--- src/rtl/fwd_scoreboard.sv ---
// fwd_scoreboard: operand forwarding and load-use hazard control for the integer pipeline.
// Latency: ex_fwd_sel is registered on each advance, so it is valid in the cycle the consumer sits in EX.
//          id_stall is combinational from the EX-stage entry, with no registered delay.
// Backpressure: pipe_hold freezes every entry and every select. id_stall makes the ID stage hold
//               while a bubble is issued into EX.
//
// Ports:
//   clk, rst       pipeline clock; synchronous active-high reset, which overrides hold and flush
//   pipe_hold      global stall; all state freezes
//   flush          squash the instruction in ID
//   id_valid       ID holds a real instruction
//   id_src_addr    NUM_SRC packed source addresses; source i is at [i*REG_AW +: REG_AW]
//   id_dst_addr    destination register of the instruction in ID
//   id_reg_write   the instruction in ID writes id_dst_addr
//   id_is_load     the result of the instruction in ID is ready only at the end of MEM
//   id_stall       load-use hazard against the instruction in EX
//   ex_fwd_sel     per-source select; 0 = register file, k = result held in stage k
//   stat_stall_cnt, stat_fwd_cnt  saturating event counters (only with FWD_SCOREBOARD_STATS_EN)
//
// Optional build macro: FWD_SCOREBOARD_STATS_EN adds the two statistics counters.
module fwd_scoreboard #(
  parameter int REG_AW  = 3,
  parameter int NUM_SRC = 2,
  parameter int DEPTH   = 3,
  localparam int SEL_W  = $clog2(DEPTH)
) (
  input  logic                      clk,
  input  logic                      rst,
  input  logic                      pipe_hold,
  input  logic                      flush,
  input  logic                      id_valid,
  input  logic [NUM_SRC*REG_AW-1:0] id_src_addr,
  input  logic [REG_AW-1:0]         id_dst_addr,
  input  logic                      id_reg_write,
  input  logic                      id_is_load,
  output logic                      id_stall,
  output logic [NUM_SRC*SEL_W-1:0]  ex_fwd_sel
`ifdef FWD_SCOREBOARD_STATS_EN
  ,
  output logic [31:0]               stat_stall_cnt,
  output logic [31:0]               stat_fwd_cnt
`endif
);

  // The entry in the last tracked stage can never be a forwarding candidate: the
  // candidate for select k is the entry currently in stage k-1, so k <= DEPTH-1 only
  // ever looks at stages 0..DEPTH-2. Only those stages are kept in flops. The load
  // flag matters only in EX, which is where load-use is detected, so only stage 0
  // keeps it.
  localparam int NS = DEPTH - 1;

  logic [NS-1:0]             st_vld;
  logic [NS-1:0]             st_wr;
  logic [NS-1:0][REG_AW-1:0] st_dst;
  logic                      st0_ld;

  logic [NUM_SRC-1:0][SEL_W-1:0]  sel_q;
  logic [NUM_SRC-1:0][SEL_W-1:0]  sel_nxt;
  logic [NUM_SRC-1:0][REG_AW-1:0] src;
  logic [NUM_SRC-1:0][NS-1:0]     hit;
  logic                           ld_hit;
  logic                           issue;

  assign src        = id_src_addr;
  assign ex_fwd_sel = sel_q;

  // hit[i][k] is set when stage k writes source i. Register 0 never matches.
  always_comb begin
    hit = '0;
    for (int i = 0; i < NUM_SRC; i++) begin
      for (int k = 0; k < NS; k++) begin
        hit[i][k] = st_vld[k] && st_wr[k] && (st_dst[k] == src[i]) && (src[i] != '0);
      end
    end
  end

  always_comb begin
    ld_hit = 1'b0;
    for (int i = 0; i < NUM_SRC; i++) begin
      if (hit[i][0] && st0_ld) begin
        ld_hit = 1'b1;
      end
    end
  end

  assign id_stall = id_valid && !flush && ld_hit;
  assign issue    = id_valid && !id_stall && !flush;

  // A producer now in stage k-1 will be in stage k when the consumer reaches EX.
  // The loop scans from the oldest candidate to the youngest, so the youngest
  // matching producer (the smallest k) overwrites any older match.
  always_comb begin
    sel_nxt = '0;
    for (int i = 0; i < NUM_SRC; i++) begin
      for (int k = NS; k >= 1; k--) begin
        if (hit[i][k-1]) begin
          sel_nxt[i] = SEL_W'(k);
        end
      end
    end
  end

  always_ff @(posedge clk) begin
    if (rst) begin
      st_vld <= '0;
      st_wr  <= '0;
      st_dst <= '0;
      st0_ld <= 1'b0;
      sel_q  <= '0;
    end else if (!pipe_hold) begin
      for (int k = 1; k < NS; k++) begin
        st_vld[k] <= st_vld[k-1];
        st_wr[k]  <= st_wr[k-1];
        st_dst[k] <= st_dst[k-1];
      end
      if (issue) begin
        st_vld[0] <= 1'b1;
        st_wr[0]  <= id_reg_write;
        st_dst[0] <= id_dst_addr;
        st0_ld    <= id_is_load;
        sel_q     <= sel_nxt;
      end else begin
        // A stall or flush puts a bubble into EX, and that bubble reads nothing.
        st_vld[0] <= 1'b0;
        st_wr[0]  <= 1'b0;
        st_dst[0] <= '0;
        st0_ld    <= 1'b0;
        sel_q     <= '0;
      end
    end
  end

`ifdef FWD_SCOREBOARD_STATS_EN
  logic fwd_any;

  // Non-zero selects come only from issued instructions, so gating with issue
  // counts exactly the advances that load a non-zero select.
  assign fwd_any = issue && (sel_nxt != '0);

  always_ff @(posedge clk) begin
    if (rst) begin
      stat_stall_cnt <= '0;
      stat_fwd_cnt   <= '0;
    end else begin
      if (id_stall && !pipe_hold && (stat_stall_cnt != 32'hFFFF_FFFF)) begin
        stat_stall_cnt <= stat_stall_cnt + 32'd1;
      end
      if (fwd_any && !pipe_hold && (stat_fwd_cnt != 32'hFFFF_FFFF)) begin
        stat_fwd_cnt <= stat_fwd_cnt + 32'd1;
      end
    end
  end
`endif

endmodule
--- config.mk ---
export PLATFORM = sky130hd
export DESIGN_NAME = fwd_scoreboard
export DESIGN_NICKNAME = d
export VERILOG_FILES = /design/src/rtl/fwd_scoreboard.sv
export SDC_FILE = /design/constraint.sdc
export NUM_CORES = 1
export LEC_CHECK = 0
export CAP_MARGIN = 30
export CORE_ASPECT_RATIO = 1.2
export CORE_MARGIN = 2
export CORE_UTILIZATION = 44
export CTS_CLUSTER_SIZE = 12
export DETAILED_ROUTE_END_ITERATION = 6
export PLACE_DENSITY_LB_ADDON = 0.15
export SETUP_SLACK_MARGIN = 0.02
export SLEW_MARGIN = 0
export SYNTH_ARGS = -nofsm -noshare
export SYNTH_HDL_FRONTEND = slang
export SYNTH_SLANG_ARGS = --single-unit
--- constraint.sdc ---
create_clock -name clk -period 1.7 [get_ports clk]
set_input_delay 0.255 -clock clk [delete_from_list [all_inputs] [get_ports clk]]
set_output_delay 0.255 -clock clk [all_outputs]
set_load 0.01 [all_outputs]
== Word-level counts from Yosys, hierarchy flattened ==
Cells that the tools add are included.
Word-level totals
  register bits after elaboration: 15
  output and inout port bits: 5
  logic and storage cells: 42
Operators by class
  equal/unequal tests: 4
  muxes and demuxes: 11
  reduce and logical (&&, ||, !) cells: 20
Operators with widths (count)
  1-bit logical AND: 16
  3-bit equality test: 4
  2-bit two-way mux: 4
  3-bit nonzero test: 2
  1-bit two-way mux: 5
  4-bit two-way mux: 1
  3-bit two-way mux: 1
  1-bit logical NOT: 2

== Depth between registers and ports, before layout ==
  depth in word-level cells: 11
  gate-level depth with buffers: 5
  mapped depth without buffers: 5

== Worst setup path after synthesis ==
No wires, ideal clock.
  path kind: register to output
  start point: register st_dst[1] in the netlist's numbering
  end point: output port id_stall
  arrival: 1.108 ns
  required time: 1.445 ns
  slack: 0.337 ns
  cell stages (with the launch flop): 6
  cells stage by stage: dfxtp_1 > xnor2_1 > nand4_1 > a21oi_2 > o21ai_4 > nor2_1
On the way
  word-level cells in the longest chain between the ends: 7
  elaborated cells on any way between the ends: 11
RTL lines
  start, declared: line 54  | logic [NS-1:0][REG_AW-1:0] st_dst;
  start signal, assigned by index: line 114  | st_dst[k] <= st_dst[k-1];
  3-bit equality test: line 72  | hit[i][k] = st_vld[k] && st_wr[k] && (st_dst[k] == src[i]) && (src[i] != '0);
  1-bit logical AND (2 in series): line 72
  1-bit logical AND: line 80  | if (hit[i][0] && st0_ld) begin
  1-bit two-way mux: line 80
  1-bit two-way mux (*): line 80
  1-bit logical AND (*): line 86  | assign id_stall = id_valid && !flush && ld_hit;
  end, declared: line 36  | output logic id_stall,
Every way passes the cells marked *; elsewhere a longest branch is shown, timed or not.

== Final worst setup path ==
Same ends and word-level chain as after synthesis.

==> run_results.csv <==
group,metric,value,unit
run_status,status,"completed",
die,die_h,48.1,um
placement,dp_slack,-0.533,ns
sta,hold_viol,0,
sta,period_share,99.5,%
route,drt_iter0_drc,15,
cts,cts_tree,"built",
synthesis,ys_ff_latch,15,
sta,max_slew.worst_pin.slew,0.701,ns
placement,io_buffers,20,
synthesis,avgSynthCellArea,10.2,sq um
finish,utilization,74.4,%
placement,dpl.hpwl,1.31,mm
synthesis,synthDistinctLibCells,21,
synthesis,yosysWarningCount,0,
sta,post-route-min-period,1.69,ns
die,die_area,1960,sq um
critical_path,arrival,1.44,ns
global_routing,grt_pass1_vias,630,
critical_path,path_max_fanout,3,
global_routing,globalRouteOverflowTotal,0,
synthesis,netlist.area_leader.share,42.1,%
global_routing,grt_first_pass_wirelength,2.65,mm
sta,setup_viol,0,
sta,fin_skew,0.000699,ns
cts,clk_latency,0.29,ns
finish,layout.nets,126,
critical_path,cp_slowest_cell,"dfxtp_4",
critical_path,path_cells,"xnor2_2, nand4_1, a21oi_2, o21ai_4, nor2_1, buf_2",
sta,drv_slew,0,
finish,instances_no_fill,126,
synthesis,synth_nets,86,
global_routing,grt_max_degree,11,
cts,cts-htree-levels,1,
die,start_util,48.1,%
critical_path,end_kind,"output port",
synthesis,synth_area_leaders,"dfxtp_1 (42%), xnor2_1 (12%), a32o_1 (7.0%)",
cts,clkSinkCount,15,
finish,area_growth,54.7,%
synthesis,synth_area,713,sq um
route,ant_nets,0,
cts,clk_pin_slew,0.09,ns
critical_path,startpoint_type,"flop",
placement,dpl.cell_count,120,
global_routing,gr-usage-all-layers,21.2,%
route,vias_per_cell,5.37,
pwr,powerDensity,615,nW/um^2
placement,gp_congestion,0.848,
sta,fmax,591,MHz
die,io_pins,21,
route,dr.pass1.iters,4,
finish,antenna_cells,0,
cts,hold_buffers,0,
die,core,1480,sq um
critical_path,criticalPathCategory,"flop to output port",
global_routing,antenna_found_initial,0,
sta,rsz0062_at_grt,"yes",
route,vias,676,
pwr,p_total,0.000679,W
die,rows,15,
cts,cts_root_buf,"clkbuf_4",
synthesis,yosysTopAreaCell,"dfxtp_1",
pwr,leakage,0.438,nW
sta,layout_setup_ws,0.00854,ns
route,drcViolationCount,0,
synthesis,seq_area_frac_synth,42.1,%
cts,cts_max_path_buffers,2,
critical_path,cpPeakStageDelay,0.37,ns
synthesis,synth_cells,70,
cts,cts_buffers,3,
route,drt-total-wl,1.70,mm
sta,maxSlewHeadroom,53.2,%
route,wl_per_cell,13.5,um
pwr,peakVddDrop,487,uV
hold_path,hp-class,"flop to flop",
die,die_w,40.8,um
job,maxCapViolations,0,
critical_path,critPathRequiredTime,1.44,ns
finish,drive_above_1_share,30.3,%
state kept, by name, summed over array words and instances (netlist names):
name and flops:
ex_fwd_sel 4, st0_ld 1, st_dst 6, st_vld 2
st_wr 2
cells by family after synthesis:
logic type / Yosys count / share of synthesized area (%)
DFF: 15 / 42.1
xor gates and xnor gates: 10 / 12.3
muxes: 5 / 7.02
and+or+nand+nor: 22 / 16.5
AOI/OAI and AO/OA: 15 / 19.3
buffers and inverters: 3 / 2.81
critical path: cells and delay by family, from the launching register on:
family,cells,cell delay [ns]
flip-flops,1,0.37
AND/OR/NAND/NOR,2,0.22
buffers and inverters,1,0.13
AO/OA/AOI/OAI,2,0.29
XOR/XNOR,1,0.13
layout make-up:
| cell class | instances | area (sq um) |
|---|---|---|
| multi-input combinational | 52 | 423 |
| fill | 112 | 379 |
| timing repair buffer | 38 | 324 |
| sequential | 15 | 309 |
| clock buffer | 4 | 26.3 |
| tap | 17 | 21.3 |
stage by stage:
step,hold WS (ns),setup TNS (ns),area (sq um)
final,0.481,0,1100
after global routing,0.509,-0.0241,1100
after CTS,0.491,0,1090
after detailed placement,0.470,-1.80,1030
after global placement,0.461,-1.33,1030
after floorplan,0.409,0,713
cell usage after synthesis:
master	n
dfxtp_1	15
buf_2	1
nor3_4	1
o21ai_0	2
buf_6	1
nor4_1	1
nor2_1	8
a32o_1	5
xnor2_1	10
a22o_1	5
clkbuf_1	1
nand2_1	2
nor2b_1	1
mux2i_1	5
nor3_1	2
nand2b_1	1
a21oi_2	2
or3_1	1
o21ai_4	1
nand4_1	3
nand3_1	2
per-layer routing:
metal  vias to the layer above  share of wire (%)  global-route usage (%)  routed length (um)
li1                        341                  -                       -                   -
met1                       315                 42                    22.3                 707
met2                        15                 52                    38.1                 894
met3                         5                3.5                    2.74                  60
met4                         0                2.5                    14.7                  42
met5                         -                  0                       0                   0
report_power, final:
group	total, W	switching (W)	leakage (nW)	internal [W]
Clock	0.000208	0.000116	0.0150	0.0000914
Combinational	0.000110	0.0000407	0.300	0.0000690
Sequential	0.000362	0.00000721	0.123	0.000354
cells in the final DEF, fill, tap and decap left out, types with 3 or more instances in the layout:
cell	instances
mux2i_1	5
a32o_1	5
xnor2_1	6
a22o_1	5
dfxtp_1	12
xnor2_2	4
dlygate4sd2_1	5
nor2_1	8
buf_4	18
clkdlybuf4s50_1	14
clkbuf_4	3
nand4_1	3
final timing paths:
path         slack [ns]           from  cells past startpoint       endpoint
max               0.009      st_dst[1]                      6       id_stall
min                0.48  ex_fwd_sel[0]                      1  ex_fwd_sel[0]
max reg2reg        0.24      st_dst[1]                      6         st0_ld
min reg2reg        0.48  ex_fwd_sel[0]                      1  ex_fwd_sel[0]
timing repair:
item / CTS / global route
hold endpoints to repair: 0 / 0
setup endpoints to repair: 1 / 1
setup buffers: 2 / 0
pin swaps: 7 / 3
gates resized for setup: 16 / 3
No activity file was read; power rests on OpenSTA's default activity.
